==> src/rtl/qmeas_pkg.sv <==
`default_nettype none
// ============================================================================
// qmeas_pkg : shared state encoding and constants for qmeas_responder
// Rev 1.0
// ============================================================================
package qmeas_pkg;

   typedef enum logic [2:0] {
      ST_IDLE   = 3'd0,
      ST_SETTLE = 3'd1,
      ST_START  = 3'd2,
      ST_WAIT   = 3'd3,
      ST_DONE   = 3'd4
   } qmeas_state_e;

   localparam int unsigned SAT_MAX_WIDTH = 32;
   localparam logic [SAT_MAX_WIDTH-1:0] SAT_ALL_ONES = '1;

   // Sum of 2**log2_avg unsigned bus_width-bit samples never exceeds this width
   function automatic int unsigned acc_width(input int unsigned bus_width,
                                             input int unsigned log2_avg);
      return bus_width + log2_avg;
   endfunction

endpackage
`default_nettype wire

==> src/rtl/qmeas_avg_acc.sv <==
`default_nettype none
// ============================================================================
// qmeas_avg_acc : sample accumulator and counter producing a truncated mean
// Rev 1.0
// ============================================================================
module qmeas_avg_acc
   import qmeas_pkg::*;
#(
   parameter int unsigned BUS_WIDTH = 10,
   parameter int unsigned LOG2_AVG  = 2
) (
   input  logic                 clk,
   input  logic                 rst,
   input  logic                 clear,
   input  logic                 add,
   input  logic [BUS_WIDTH-1:0] data,
   output logic                 full,
   output logic [BUS_WIDTH-1:0] mean
);

   localparam int unsigned      ACC_W    = acc_width(BUS_WIDTH, LOG2_AVG);
   localparam int unsigned      CNT_W    = LOG2_AVG + 1;
   localparam logic [CNT_W-1:0] CNT_LAST = CNT_W'((1 << LOG2_AVG) - 1);

   logic [ACC_W-1:0] acc_q, acc_d;
   logic [CNT_W-1:0] cnt_q, cnt_d;

   always_comb begin
      acc_d = acc_q;
      cnt_d = cnt_q;
      if (clear) begin
         acc_d = '0;
         cnt_d = '0;
      end else if (add) begin
         acc_d = acc_q + ACC_W'(data);
         cnt_d = cnt_q + CNT_W'(1);
      end
   end

   // Flags the add that completes the set so the caller can branch in that cycle
   assign full = add && !clear && (cnt_q == CNT_LAST);
   assign mean = acc_q[ACC_W-1:LOG2_AVG];

   always_ff @(posedge clk) begin
      if (rst) begin
         acc_q <= '0;
         cnt_q <= '0;
      end else begin
         acc_q <= acc_d;
         cnt_q <= cnt_d;
      end
   end

endmodule
`default_nettype wire

==> src/rtl/qmeas_responder.sv <==
`default_nettype none
// ============================================================================
// qmeas_responder : drives i_ref to the DAC, settles, averages ADC samples and
// returns q_measured with a ready pulse. Optional watchdog: QMEAS_TIMEOUT_EN.
// Rev 1.0
// ============================================================================
module qmeas_responder
   import qmeas_pkg::*;
#(
   parameter int unsigned BUS_WIDTH     = 10,
   parameter int unsigned SETTLE_CYCLES = 16,
   parameter int unsigned LOG2_AVG      = 2,
   parameter int unsigned TIMEOUT       = 255
) (
   input  logic                 clk,
   input  logic                 rst,
   input  logic [BUS_WIDTH-1:0] i_ref,
   input  logic                 meas_req,
   input  logic [BUS_WIDTH-1:0] adc_data,
   input  logic                 adc_valid,
   output logic [BUS_WIDTH-1:0] dac_code,
   output logic                 adc_start,
   output logic [BUS_WIDTH-1:0] q_measured,
   output logic                 ready,
   output logic                 busy,
   output logic                 timeout_err
);

   localparam int unsigned      SET_W    = (SETTLE_CYCLES > 1) ? $clog2(SETTLE_CYCLES) : 1;
   localparam logic [SET_W-1:0] SET_LAST = SET_W'(SETTLE_CYCLES - 1);

   if (SETTLE_CYCLES < 1 || LOG2_AVG > 4 || TIMEOUT < 1) begin : g_param_check
      $fatal(1, "qmeas_responder: illegal parameter set");
   end

   qmeas_state_e         state_q, state_d;
   logic [BUS_WIDTH-1:0] dac_code_q, dac_code_d;
   logic [BUS_WIDTH-1:0] last_ref_q, last_ref_d;
   logic [BUS_WIDTH-1:0] q_meas_q, q_meas_d;
   logic [SET_W-1:0]     settle_cnt_q, settle_cnt_d;
   logic                 ready_q, ready_d;
   logic                 adc_start_q, adc_start_d;
   logic                 busy_q, busy_d;

   logic                 ref_changed;
   logic                 launch;
   logic                 acc_clear;
   logic                 acc_add;
   logic                 acc_full;
   logic [BUS_WIDTH-1:0] acc_mean;

`ifdef QMEAS_TIMEOUT_EN
   localparam int unsigned     WD_W    = $clog2(TIMEOUT + 1);
   localparam logic [WD_W-1:0] WD_LAST = WD_W'(TIMEOUT - 1);

   logic [WD_W-1:0] wd_cnt_q, wd_cnt_d;
   logic            timeout_err_q, timeout_err_d;
`endif

   assign ref_changed = (i_ref != last_ref_q);

   qmeas_avg_acc #(
      .BUS_WIDTH (BUS_WIDTH),
      .LOG2_AVG  (LOG2_AVG)
   ) u_acc (
      .clk   (clk),
      .rst   (rst),
      .clear (acc_clear),
      .add   (acc_add),
      .data  (adc_data),
      .full  (acc_full),
      .mean  (acc_mean)
   );

   always_comb begin
      state_d      = state_q;
      dac_code_d   = dac_code_q;
      last_ref_d   = last_ref_q;
      q_meas_d     = q_meas_q;
      settle_cnt_d = settle_cnt_q;
      ready_d      = 1'b0;
      adc_start_d  = 1'b0;
      acc_clear    = 1'b0;
      acc_add      = 1'b0;
      launch       = 1'b0;
`ifdef QMEAS_TIMEOUT_EN
      timeout_err_d = timeout_err_q;
`endif

      case (state_q)
         ST_IDLE: begin
            launch = ref_changed || meas_req;
         end
         ST_SETTLE: begin
            if (ref_changed) begin
               launch = 1'b1;
            end else if (settle_cnt_q == SET_LAST) begin
               state_d     = ST_START;
               adc_start_d = 1'b1;
            end else begin
               settle_cnt_d = settle_cnt_q + SET_W'(1);
            end
         end
         ST_START: begin
            if (ref_changed) begin
               launch = 1'b1;
            end else begin
               state_d = ST_WAIT;
            end
         end
         ST_WAIT: begin
            // A reference change outranks a sample arriving in the same cycle
            if (ref_changed) begin
               launch = 1'b1;
            end else if (adc_valid) begin
               acc_add = 1'b1;
               if (acc_full) begin
                  state_d = ST_DONE;
               end else begin
                  state_d     = ST_START;
                  adc_start_d = 1'b1;
               end
            end
`ifdef QMEAS_TIMEOUT_EN
            else if (wd_cnt_q == WD_LAST) begin
               timeout_err_d = 1'b1;
               q_meas_d      = SAT_ALL_ONES[BUS_WIDTH-1:0];
               ready_d       = 1'b1;
               state_d       = ST_IDLE;
            end
`endif
         end
         ST_DONE: begin
            q_meas_d = acc_mean;
            ready_d  = 1'b1;
            state_d  = ST_IDLE;
         end
         default: begin
            state_d = ST_IDLE;
         end
      endcase

      if (launch) begin
         dac_code_d   = i_ref;
         last_ref_d   = i_ref;
         acc_clear    = 1'b1;
         settle_cnt_d = '0;
         adc_start_d  = 1'b0;
         state_d      = ST_SETTLE;
      end

      busy_d = (state_d != ST_IDLE);

`ifdef QMEAS_TIMEOUT_EN
      wd_cnt_d = (state_q == ST_WAIT && state_d == ST_WAIT) ? wd_cnt_q + WD_W'(1) : '0;
`endif
   end

   always_ff @(posedge clk) begin
      if (rst) begin
         state_q      <= ST_IDLE;
         dac_code_q   <= '0;
         last_ref_q   <= '0;
         q_meas_q     <= '0;
         settle_cnt_q <= '0;
         ready_q      <= 1'b0;
         adc_start_q  <= 1'b0;
         busy_q       <= 1'b0;
`ifdef QMEAS_TIMEOUT_EN
         wd_cnt_q      <= '0;
         timeout_err_q <= 1'b0;
`endif
      end else begin
         state_q      <= state_d;
         dac_code_q   <= dac_code_d;
         last_ref_q   <= last_ref_d;
         q_meas_q     <= q_meas_d;
         settle_cnt_q <= settle_cnt_d;
         ready_q      <= ready_d;
         adc_start_q  <= adc_start_d;
         busy_q       <= busy_d;
`ifdef QMEAS_TIMEOUT_EN
         wd_cnt_q      <= wd_cnt_d;
         timeout_err_q <= timeout_err_d;
`endif
      end
   end

   assign dac_code   = dac_code_q;
   assign adc_start  = adc_start_q;
   assign q_measured = q_meas_q;
   assign ready      = ready_q;
   assign busy       = busy_q;
`ifdef QMEAS_TIMEOUT_EN
   assign timeout_err = timeout_err_q;
`else
   assign timeout_err = 1'b0;
`endif

endmodule
`default_nettype wire

==> config.mk <==
export PLATFORM = sky130hd
export DESIGN_NAME = qmeas_responder
export DESIGN_NICKNAME = d
export VERILOG_FILES = /design/src/rtl/qmeas_pkg.sv /design/src/rtl/qmeas_avg_acc.sv /design/src/rtl/qmeas_responder.sv
export SDC_FILE = /design/constraint.sdc
export NUM_CORES = 1
export LEC_CHECK = 0
export ABC_AREA = 0
export CELL_PAD_IN_SITES_DETAIL_PLACEMENT = 1
export CELL_PAD_IN_SITES_GLOBAL_PLACEMENT = 2
export CORE_ASPECT_RATIO = 0.7
export CORE_UTILIZATION = 27
export CTS_CLUSTER_SIZE = 30
export DETAILED_ROUTE_END_ITERATION = 8
export GPL_TIMING_DRIVEN = 0
export PLACE_DENSITY = 0.86
export RECOVER_POWER = 25
export REMOVE_ABC_BUFFERS = 1
export SKIP_CTS_REPAIR_TIMING = 1
export SLEW_MARGIN = 20
export SYNTH_ARGS = -nofsm -noshare
export SYNTH_HDL_FRONTEND = slang
export SYNTH_SLANG_ARGS = --single-unit
==> constraint.sdc <==
create_clock -name clk -period 2.3 [get_ports clk]
set_input_delay 0.23 -clock clk [delete_from_list [all_inputs] [get_ports clk]]
set_output_delay 0.23 -clock clk [all_outputs]
set_load 0.05 [all_outputs]
==> results.sh <==
export IMPL_hold_depth=2
export IMPL_synth_top_area_share_pct=40.4
export IMPL_worstMarginPinSlew_ns=1.04
export IMPL_outcome="finished, final reports clean"
export IMPL_hold_viol=0
export IMPL_grt_total_usage_pct=14.0
export IMPL_p_leak_nw=1.14
export IMPL_hold_path_startpoint="q_measured[6]"
export IMPL_holdCritPathClass="flip-flop to flip-flop"
export IMPL_fin_nets=340
export IMPL_syn_to_final_growth_pct=34.7
export IMPL_worstSetupPathType="input pin to flip-flop"
export IMPL_fin_crit_sh_pct=96.6
export IMPL_antenna_found_initial=0
export IMPL_drive_gt1_share_pct=10.9
export IMPL_core_area_sq_um=7940
export IMPL_io_buffers=46
export IMPL_cp_slowest_stage_delay_ns=0.51
export IMPL_worst_ep_required_time_ns=2.51
export IMPL_hpwlAfterDp_um=4180
export IMPL_synth_edff_count=0
export IMPL_netlist_instances=256
export IMPL_synth_area_leaders="dfxtp_1 40%, ha_1 7.3%, nand2_1 6.4%"
export IMPL_hold_slack_ns=0.453
export IMPL_min_to="q_measured[6]"
export IMPL_startpoint_type="input pin"
export IMPL_cp_arrival_ns=2.43
export IMPL_root_buffer="clkbuf_16"
export IMPL_rsz0062_at_grt="true"
export IMPL_cellPowerDensity_nw_per_um2=607
export IMPL_reg2regPathDepth=7
export IMPL_core_rowCount=27
export IMPL_synth_area_per_cell_sq_um=8.70
export IMPL_cts_tree="built"
export IMPL_crit_buf_inv=2
export IMPL_setup_violations=0
export IMPL_clk_latency_ns=0.29
export IMPL_path_cells="clkdlybuf4s50_1 > xnor2_1 > nand4_1 > buf_4 > or4_4 > and2_4 > or2_4 > a211oi_2"
export IMPL_cts_sinks=45
export IMPL_cts_buffer_depth=2
export IMPL_yosysTopAreaCell="dfxtp_1"
export IMPL_yosysSeqAreaShare_pct=40.4
export IMPL_grt_max_degree=27
export IMPL_num_antenna_cells=0
export IMPL_crit_path_end_kind="flip-flop"
export IMPL_ir_drop_mv=0.260
export IMPL_cts_htree_levels=2
export IMPL_firstDrtPassIters=4
export IMPL_routed_wl_um=5710
export IMPL_die_h_um=78.0
export IMPL_netlist_area_sq_um=2230
export IMPL_cp_max_fo=10
export IMPL_dieArea_sq_um=8630
export IMPL_ys_ff_latch=45
export IMPL_r2r_slack_ns=0.16
export IMPL_wl_per_cell_um=14.1
export IMPL_viasPerCell=4.78
export IMPL_vias=1932
export IMPL_synthArstFlopShare_pct=0
export IMPL_drv_slew=0
export IMPL_timing_rr_start="last_ref_q[9]"
export IMPL_fmax_ghz=0.450
export IMPL_grt_pass1_vias=1947
export IMPL_yosysWarnings=0
export IMPL_cts_buffers=5
export IMPL_yosysUniqueCellTypes=40
export IMPL_die_w_um=111
export IMPL_reg2reg_to="u_acc.cnt_q[2]"
export IMPL_finalCriticalPeriod_ns=2.22
export IMPL_slew_headroom_pct=30.3
export IMPL_gp_congestion=0.739
export IMPL_grt_overflow=0
export IMPL_ant_nets=0
export IMPL_crit_path_top_delay_cell="clkdlybuf4s50_1"
export IMPL_ios=48
export IMPL_max_cap_violations=0
export IMPL_finClkSkew_ns=0.00591
export IMPL_crit_family="simple AND/OR/NAND/NOR gates"
export IMPL_drc_errors=0
export IMPL_clk_pin_slew_ns=0.06
export IMPL_grt_pass1_wl_um=9550
export IMPL_initialDrtViolationCount=56
export IMPL_setup_tns_ns=0
export IMPL_synth_top_flop_cell="dfxtp_1"
export IMPL_start_util_pct=28.1
==> layer usage <==
layer	wire length [um]	share of wire, %	track usage [%]
met1	2880	50	18.2
met2	2590	45	22.4
met3	225	3.9	4.56
met4	11	0.19	3.20
met5	0	0	0
==> final cells by class <==
cell class,count,area [sq um]
clock buffer,7,143
clock inverter,1,30.0
fill,910,4940
inverter,8,30.0
multi-input combinational,191,1270
sequential,45,901
tap,101,126
timing repair buffer,51,498
==> state kept, by name, summed over array words and instances (netlist names) <==
signal / flops
u_acc.acc_q: 12
last_ref_q: 10
q_measured: 10
settle_cnt_q: 4
state_q: 3
u_acc.cnt_q: 3
adc_start: 1
busy: 1
ready: 1
==> power by group <==
group	total, mW	leakage [nW]	internal, mW	switching, mW
combinational	0.179	0.690	0.0848	0.0947
clock	0.840	0.0841	0.543	0.297
sequential	0.802	0.366	0.791	0.0112
==> logic make-up after synthesis <==
family                     Yosys count  share of synthesized area, %
other                                1                         0.168
adders and majority gates           14                          8.20
AOI/OAI and AO/OA                   45                          13.1
and+or+nand+nor                    100                          21.0
muxes                               11                          4.94
buffers and inverters               21                          4.72
DFF                                 45                          40.4
xor gates and xnor gates            19                          7.47
==> tightest hold or removal path, stage by stage, from the launching register on <==
cell and delay, ns:
dfxtp_1 0.30, nand2_1 0.05, a21oi_1 0.05
==> cell usage in the layout, fill, tap and decap left out, types with 3 or more instances in the layout <==
cell,instances
dfxtp_1,45
nand2_1,38
clkdlybuf4s50_1,36
nor2_1,27
a21oi_1,18
ha_1,13
xnor2_1,12
mux2i_1,11
dlygate4sd3_1,10
inv_1,8
xor2_1,7
nand3_1,6
o21ai_0,6
or3_1,5
clkbuf_16,5
buf_4,5
nand4_1,4
or2_2,4
nor4_2,3
a211oi_2,3
o22ai_1,3
o21a_1,3
a21oi_2,3
==> stage by stage <==
stage	power (mW)	instance area [sq um]	worst slack, ns	utilization [%]	std cells
final	1.82	3000	0.0783	37.8	404
after detailed placement	0.994	2770	-0.695	34.9	392
after global placement	0.989	2740	-1.38	34.5	390
after CTS	1.84	2940	-0.400	37.0	400
after global routing	1.90	3000	-0.0124	37.8	404
after floorplan	0.908	2150	-0.426	-	243
==> Yosys cell counts (4+ instances only) <==
| master | number |
|---|---|
| a21oi_1 | 19 |
| nand3_1 | 6 |
| mux2i_1 | 11 |
| nand4_1 | 4 |
| xor2_1 | 7 |
| xnor2_1 | 12 |
| ha_1 | 13 |
| nor2_1 | 27 |
| or3_1 | 5 |
| inv_1 | 8 |
| nand2_1 | 38 |
| dfxtp_1 | 45 |
| nor4_1 | 5 |
| o21ai_0 | 6 |
| clkbuf_1 | 9 |
==> worst max-delay path by stage <==
stage / slack, ns / startpoint / cells past startpoint / end
2_1_floorplan: -0.43 / last_ref_q[5] / 6 / u_acc.acc_q[11]
3_3_place_gp: -1.38 / i_ref[5] / 7 / u_acc.acc_q[11]
3_5_place_dp: -0.69 / i_ref[9] / 7 / u_acc.acc_q[8]
4_1_cts: -0.40 / i_ref[9] / 7 / u_acc.acc_q[8]
5_1_grt: -0.01 / i_ref[8] / 8 / busy
6_report: 0.08 / i_ref[9] / 8 / u_acc.cnt_q[2]
(Power assumes the default switching activity.)
